--- config.mk ---
export PLATFORM = sky130hd
export DESIGN_NAME = audio_mix_seq
export DESIGN_NICKNAME = d
export VERILOG_FILES = /design/src/rtl/audio_mix_seq.sv
export SDC_FILE = /design/constraint.sdc
export NUM_CORES = 1
export LEC_CHECK = 0
export CAP_MARGIN = 20
export CORE_MARGIN = 5
export CORE_UTILIZATION = 29
export CTS_CLUSTER_DIAMETER = 200
export DETAILED_ROUTE_END_ITERATION = 7
export PLACE_DENSITY = 0.53
export SYNTH_ARGS = -nofsm -noshare
export SYNTH_HDL_FRONTEND = slang
export SYNTH_SLANG_ARGS = --single-unit
--- constraint.sdc ---
create_clock -name clk -period 7.99 [get_ports clk]
set_input_delay 1.1985 -clock clk [delete_from_list [all_inputs] [get_ports clk]]
set_output_delay 1.1985 -clock clk [all_outputs]
set_load 0.05 [all_outputs]
--- src/rtl/audio_mix_seq.sv ---
// Sequential PSG/PCM mixer: snapshots sources on next_sample, scales and sums each
// channel with one shared shift-add MAC, saturates, and presents 24-bit DAC words.
module audio_mix_seq #(
  parameter int unsigned VOL_SHIFT = 3
) (
  input  logic        clk,
  input  logic        rst,
  input  logic        next_sample,
  input  logic [15:0] psg_left,
  input  logic [15:0] psg_right,
  input  logic [15:0] pcm_left,
  input  logic [15:0] pcm_right,
  input  logic [3:0]  psg_volume,
  input  logic [3:0]  pcm_volume,
  input  logic        ovr_clear,
  output logic [23:0] left_data,
  output logic [23:0] right_data,
  output logic        sample_valid,
  output logic        busy,
  output logic        overrun
);

  localparam int unsigned SAMPLE_W = 16;
  localparam int unsigned VOL_W    = 4;
  localparam int unsigned ACC_W    = 21;
  localparam int unsigned SAT_W    = 17;
  localparam int unsigned OUT_W    = 24;
  localparam int unsigned PAD_W    = OUT_W - SAT_W;
  localparam int unsigned CNT_W    = 2;

  localparam logic signed [ACC_W-1:0] SAT_HI = ACC_W'((1 << (SAT_W - 1)) - 1);
  localparam logic signed [ACC_W-1:0] SAT_LO = ACC_W'(-(1 << (SAT_W - 1)));

  typedef enum logic [1:0] {
    IDLE  = 2'd0,
    MUL   = 2'd1,
    SAT_L = 2'd2,
    SAT_R = 2'd3
  } state_t;

  state_t state_q, state_d;

  logic signed [SAMPLE_W-1:0] psg_l_q, psg_r_q, pcm_l_q, pcm_r_q;
  logic        [VOL_W-1:0]    psg_vol_q, pcm_vol_q;
  logic        [CNT_W-1:0]    term_q, bit_q;
  logic signed [ACC_W-1:0]    acc_q;
  logic signed [SAT_W-1:0]    left_hold_q;

  logic cap_en, mul_en, satl_en, satr_en, ovr_set;
  logic last_bit;

  logic signed [SAMPLE_W-1:0] cur_sample;
  logic        [VOL_W-1:0]    cur_vol;
  logic signed [ACC_W-1:0]    addend, acc_next, shifted;
  logic signed [SAT_W-1:0]    sat_val;

  // State register
  always_ff @(posedge clk or posedge rst) begin
    if (rst) state_q <= IDLE;
    else     state_q <= state_d;
  end

  assign last_bit = (bit_q == CNT_W'(VOL_W - 1));

  // Next-state logic: left pair ends after term 1, right pair after term 3
  always_comb begin
    state_d = state_q;
    unique case (state_q)
      IDLE:  if (next_sample) state_d = MUL;
      MUL: begin
        if (last_bit && term_q == CNT_W'(1))      state_d = SAT_L;
        else if (last_bit && term_q == CNT_W'(3)) state_d = SAT_R;
      end
      SAT_L: state_d = MUL;
      SAT_R: state_d = IDLE;
      default: state_d = IDLE;
    endcase
  end

  // Control strobes decoded from the current state
  always_comb begin
    cap_en  = 1'b0;
    mul_en  = 1'b0;
    satl_en = 1'b0;
    satr_en = 1'b0;
    ovr_set = 1'b0;
    unique case (state_q)
      IDLE:  cap_en  = next_sample;
      MUL:   mul_en  = 1'b1;
      SAT_L: satl_en = 1'b1;
      SAT_R: satr_en = 1'b1;
      default: ;
    endcase
    if (state_q != IDLE) ovr_set = next_sample;
  end

  // Term select: bit 0 picks PCM vs PSG, bit 1 picks right vs left
  always_comb begin
    unique case (term_q)
      2'd0:    cur_sample = psg_l_q;
      2'd1:    cur_sample = pcm_l_q;
      2'd2:    cur_sample = psg_r_q;
      default: cur_sample = pcm_r_q;
    endcase
    cur_vol  = term_q[0] ? pcm_vol_q : psg_vol_q;
    addend   = ACC_W'(cur_sample) <<< bit_q;
    acc_next = cur_vol[bit_q] ? (acc_q + addend) : acc_q;
  end

  // Scale back to unity gain, then clamp to the 17-bit output range
  always_comb begin
    shifted = acc_q >>> VOL_SHIFT;
    if (shifted > SAT_HI)      sat_val = SAT_W'(SAT_HI);
    else if (shifted < SAT_LO) sat_val = SAT_W'(SAT_LO);
    else                       sat_val = SAT_W'(shifted);
  end

  // Snapshot, counters and accumulator
  always_ff @(posedge clk or posedge rst) begin
    if (rst) begin
      psg_l_q     <= '0;
      psg_r_q     <= '0;
      pcm_l_q     <= '0;
      pcm_r_q     <= '0;
      psg_vol_q   <= '0;
      pcm_vol_q   <= '0;
      term_q      <= '0;
      bit_q       <= '0;
      acc_q       <= '0;
      left_hold_q <= '0;
    end else begin
      if (cap_en) begin
        psg_l_q   <= psg_left;
        psg_r_q   <= psg_right;
        pcm_l_q   <= pcm_left;
        pcm_r_q   <= pcm_right;
        psg_vol_q <= psg_volume;
        pcm_vol_q <= pcm_volume;
        term_q    <= '0;
        bit_q     <= '0;
        acc_q     <= '0;
      end else if (mul_en) begin
        acc_q <= acc_next;
        bit_q <= bit_q + CNT_W'(1);
        if (last_bit) term_q <= term_q + CNT_W'(1);
      end else if (satl_en) begin
        left_hold_q <= sat_val;
        acc_q       <= '0;
      end
    end
  end

  // Registered outputs; both channels update together
  always_ff @(posedge clk or posedge rst) begin
    if (rst) begin
      left_data    <= '0;
      right_data   <= '0;
      sample_valid <= 1'b0;
      busy         <= 1'b0;
      overrun      <= 1'b0;
    end else begin
      sample_valid <= satr_en;
      if (satr_en) begin
        left_data  <= {left_hold_q, PAD_W'(0)};
        right_data <= {sat_val, PAD_W'(0)};
      end
      if (cap_en)       busy <= 1'b1;
      else if (satr_en) busy <= 1'b0;
      if (ovr_set)        overrun <= 1'b1;
      else if (ovr_clear) overrun <= 1'b0;
    end
  end

endmodule
* Yosys cells after proc, flatten, opt, wreduce, memory -nomap -nowiden *
Index checks and enable logic that the tools add are counted.

word-level totals
  logic and storage cells = 77
  input bits = 76
  register bits after elaboration = 153
  output and inout bits = 51

operators by class
  $lt $le $gt $ge = 3
  add/sub/neg operators = 3
  reduce and logical (&&, ||, !) cells = 14
  equal/unequal tests = 10
  bitwise logic cells = 2
  shift-type cells = 1
  mux-type cells = 28

operators with widths
  kind                                                                               count
  21-bit 2-to-1 mux                                                                  4
  16-bit case mux with 3 select lines                                                1
  17-bit 2-to-1 mux                                                                  2
  21-bit adder                                                                       1
  16-bit by 2-bit <<< shifter with 21-bit output                                     1
  18-bit by 17-bit greater-than comparator with 1-bit output, second input constant  1
  18-bit by 17-bit less-than comparator with 1-bit output, second input constant     1
  2-bit 2-to-1 mux                                                                   8
  2-bit equality test, second input constant                                         5
  1-bit 2-to-1 mux                                                                   10
  2-bit nonzero test                                                                 5
  2-bit case mux with 4 select lines                                                 1
  2-bit AND reduction                                                                3
  2-bit by 1-bit adder with 2-bit output, second input constant                      2
  2-bit by 1-bit equality test with 1-bit output, second input constant              2
  2-bit logical NOT                                                                  2
  4-bit 2-to-1 mux                                                                   1
  2-bit by 3-bit less-than comparator with 1-bit output, second input constant       1
  3-bit by 2-bit inequality test with 1-bit output, second input constant            1
  3-bit inequality test, second input constant                                       1
  3-bit AND reduction                                                                1
  3-bit nonzero test                                                                 1
  1-bit binary-select mux with 2-bit select                                          1
  1-bit logical AND                                                                  2
  other kinds (2)                                                                    3

* Longest topological paths before layout *
  depth in word-level cells = 7
  mapped depth = 17
  gate-level depth less buffers = 15

* Worst setup path after synthesis *
No wires, ideal clock.

  kind = flip-flop to flip-flop
  start = register term_q[0]
  end = register acc_q[16]
  arrival time = 3337 ps
  period minus slack after synthesis = 3459 ps
  data required time = 7868 ps
  buffers on the path = 2
  cell stages (with the launch flop) = 16
  setup slack = 4531 ps
  setup time = 122 ps
  cell sequence = dfrtp_1 inv_1 ha_1 clkbuf_1 a222oi_1 a21oi_1 mux2i_1 mux2i_1 ha_1 clkbuf_1 and4_1 and3_1 o31ai_1 a21oi_1 or3_1 a32o_1

on the way
  longest elaborated chain between the ends = 7
  elaborated cells between the ends (all ways) = 14
  classes of those cells = add/sub: 1; eq/ne: 3; shift: 1; mux: 7; reduce/logical: 2

ends and longest elaborated chain
  item                                               line  source
  from (decl)                                        45    logic [CNT_W-1:0] term_q, bit_q;
  from (signal assigned)                             145   if (last_bit) term_q <= term_q + CNT_W'(1);
  2-bit equality test, or another cell as far along  99    unique case (term_q)
  16-bit case mux with 3 select lines                99
  16-bit by 2-bit <<< shifter with 21-bit output     106   addend = ACC_W'(cur_sample) <<< bit_q;
  21-bit adder                                       107   acc_next = cur_vol[bit_q] ? (acc_q + addend) : acc_q;
  21-bit 2-to-1 mux                                  107
  21-bit 2-to-1 mux                                  142   end else if (mul_en) begin
  21-bit 2-to-1 mux                                  132   if (cap_en) begin
  to (signal assigned)                               143   acc_q <= acc_next;
  to (decl)                                          46    logic signed [ACC_W-1:0] acc_q;

Several ways; a longest one is shown, not always the timed one. The select of a mux whose other input is x is not followed.
A chain may end at the register's enable or synchronous reset.

* Final worst setup path *
Same ends and word-level chain as after synthesis.

==> impl_metrics.env <==
export IMPL_seq_power_share=0.277
export IMPL_nFillCells=2589
export IMPL_min_period_over_period=0.512
export IMPL_clk_latency_ns=0.43
export IMPL_layout_min_cycle_time_ns=4.09
export IMPL_ys_warn_count=0
export IMPL_cp_required_ns=8.30
export IMPL_worstPathArrival_ns=4.40
export IMPL_gp_congestion=0.857
export IMPL_cp_max_fo=16
export IMPL_power_internal_uw=2800
export IMPL_hold_depth=2
export IMPL_crit_top_cell="a21oi_1"
export IMPL_max_stage_delay_ns=0.58
export IMPL_dieArea_um2=30100
export IMPL_cts_max_level=4
export IMPL_synth_edf_count=0
export IMPL_outcome="completed"
export IMPL_sw_frac_of_total=0.443
export IMPL_hp_start="left_hold_q[10]"
export IMPL_cts_tree="built"
export IMPL_synth_area_um2=7760
export IMPL_die_x_um=174
export IMPL_post_cts_resized=0
export IMPL_power_total_uw=5020
export IMPL_p_switching_uw=2220
export IMPL_dp_cells=1110
export IMPL_hold_viol_final=0
export IMPL_initial_core_util=0.296
export IMPL_num_antenna_cells=0
export IMPL_hold_end="left_hold_q[10]"
export IMPL_synth_seq_cells=153
export IMPL_rr_startpoint="term_q[0]"
export IMPL_hpwl_um=13300
export IMPL_combPwrFrac=0.558
export IMPL_hold_class="flop to flop"
export IMPL_grt_pass1_vias=5578
export IMPL_r2r_setup_slack_ns=3.90
export IMPL_vias=5553
export IMPL_finClkSkew_ns=0.0124
export IMPL_drt_iter0_markers=406
export IMPL_yosys_area_top_type="dfrtp_1"
export IMPL_root_buffer="clkbuf_16"
export IMPL_vias_per_cell=4.85
export IMPL_mostFrequentLayoutCells="153 x dfrtp_1, 112 x clkdlybuf4s50_1, 91 x mux2_2"
export IMPL_nets=901
export IMPL_ys_async_sr_fraction=1.00
export IMPL_final_layout_size_suffix_gt1_frac=0.173
export IMPL_core_region_area_um2=26200
export IMPL_slew_headroom=0.323
export IMPL_clkTransAtPathRegs_ns=0.07
export IMPL_post_cts_buffers=0
export IMPL_ios=127
export IMPL_avgSynthCellArea_um2=11.0
export IMPL_grt_usage=0.124
export IMPL_rows=59
export IMPL_clkSinkCount=153
export IMPL_slew_violations=0
export IMPL_p_per_area_nw_per_um2=514
export IMPL_grt_overflow=0
export IMPL_clockBufferDepth=2
export IMPL_cp_slowest_cell="ha_1"
export IMPL_p_clk_frac=0.165
export IMPL_synthDistinctLibCells=55
export IMPL_ir_drop_uv=176
export IMPL_drc_errors=0
export IMPL_cp_end_kind="flop"
export IMPL_area_growth_pct=25.7
export IMPL_cap_violations=0
export IMPL_r2r_end="acc_q[16]"
export IMPL_die_y_um=174
export IMPL_syn_inst=703
export IMPL_synth_seq_area_share=0.493
export IMPL_drtAntennaViolNets=0
export IMPL_cts_buffers=17
export IMPL_grt_first_pass_wirelength_um=30600
export IMPL_wirelength_um=18500
export IMPL_finalNonFillerCells=1144
export IMPL_path_cells="inv_1, ha_1, a222oi_1, a21oi_1, mux2i_1, mux2i_1, ha_1, a21oi_1, nor2b_1, o31ai_1, a21oi_1, or3_1, a32o_1"
export IMPL_yosys_top_cells_area="dfrtp_1 49%, mux2_2 13%, ha_1 4.5%"
export IMPL_start_kind="flop"
export IMPL_fmax_mhz=244
export IMPL_report_final_setup_viol=0
export IMPL_critical_path_class="flop to flop"
export IMPL_rsz0062_at_grt="false"
export IMPL_tightestPinTransition_ns=1.02
export IMPL_port_buffers=112
export IMPL_firstDrtPassIters=6
export IMPL_synth_top_cell_area_share=0.493
export IMPL_p_leak_uw=0.00426
export IMPL_fin_tns_setup_ns=0
export IMPL_cts_hold_buf=0
export IMPL_r2r_cells=13
export IMPL_grt_max_degree=79
export IMPL_mostFrequentLayoutCell="dfrtp_1"
export IMPL_synthFlopType="dfrtp_1"
export IMPL_avgRoutedWirePerCell_um=16.1
export IMPL_antenna_found_initial=0
-- metrics by stage --
step	setup WS, ns	hold WS, ns	area [µm²]	util
6_report	3.90	0.473	9750	0.372
5_1_grt	3.40	0.505	9750	0.372
4_1_cts	3.82	0.480	9700	0.370
3_5_place_dp	3.82	0.466	9100	0.347
3_3_place_gp	3.91	0.461	9100	0.347
2_1_floorplan	2.67	0.446	7810	-
-- critical path, delay by kind of cell (launching register included) --
kind,cells,cell delay (ns)
AO/OA/AOI/OAI,6,1.65
buffers and inverters,1,0.14
AND/OR/NAND/NOR,2,0.41
multiplexers,2,0.39
adder cells (fa/ha/maj),2,0.91
flip-flops,1,0.46
-- layer usage --
metal	GRT usage	wire [µm]
met1	0.190	9740
met2	0.172	7550
met3	0.0325	991
met4	0.0313	181
met5	0	0
-- cells in the mapped netlist (2+ instances only) --
library cell,number
o22ai_1,2
o21ai_0,43
a32o_1,3
clkbuf_1,28
a21o_1,9
o2111a_1,4
o21ai_1,13
xor2_1,4
inv_2,2
mux2i_1,28
a21oi_1,50
ha_1,28
a211oi_1,2
or2_2,2
o2111ai_1,3
and4_1,2
a221o_1,5
or3_1,8
xnor2_1,3
and3_1,4
o211ai_1,5
nand2b_1,7
buf_4,14
dfrtp_1,153
mux2_2,91
nor2b_1,3
mux4_2,2
a222oi_1,16
buf_2,11
inv_1,14
nand4_1,2
a22o_1,5
o21a_1,5
nand2_1,67
nor2_1,37
nand3_1,8
nor3_1,2
-- cells by family after synthesis --
kind of cell | after synthesis | share of synthesized area
and+or+nand+nor | 147 | 0.0847
adders and majority gates | 29 | 0.0477
DFF | 153 | 0.493
xor gates and xnor gates | 7 | 0.00790
other | 1 | 0.000483
AOI/OAI and AO/OA | 173 | 0.145
buffers and inverters | 71 | 0.0439
muxes | 122 | 0.177
-- how the worst max path moves through the flow --
stage                          from         to  slack [ns]  depth (start not counted)
after global placement    term_q[0]  acc_q[15]        3.91                         14
after CTS                 term_q[0]  acc_q[13]        3.82                         14
final                     term_q[0]  acc_q[16]        3.90                         13
after detailed placement  term_q[0]  acc_q[13]        3.82                         14
after global routing      term_q[0]  acc_q[16]        3.40                         13
after floorplan                 rst   acc_q[0]        2.67                          1
-- power groups by stage --
stage / registers [µW] / clock network (µW) / logic [µW]
final: 1390 / 829 / 2800
after global routing: 1440 / 886 / 3120
after CTS: 1390 / 847 / 2810
after detailed placement: 1410 / 0 / 2790
after global placement: 1410 / 0 / 2770
after floorplan: 1460 / 0 / 2060
-- sequential cells by signal, summed over array words and instances, names as in the netlist --
name          count
right_data       17
left_hold_q      17
psg_l_q          16
psg_vol_q         4
pcm_l_q          16
left_data        17
term_q            2
busy              1
pcm_vol_q         4
overrun           1
pcm_r_q          16
bit_q             2
sample_valid      1
acc_q            21
psg_r_q          16
state_q           2
-- layout make-up --
cell class	count	area, µm²	share of cell area
sequential	153	3830	0.393
multi-input combinational	492	3650	0.374
clock buffer	18	439	0.0450
inverter	16	65.1	0.00667
tap	335	419	0.0430
timing repair buffer	116	1190	0.122
clock inverter	14	160	0.0164
(Power assumes the default switching activity.)
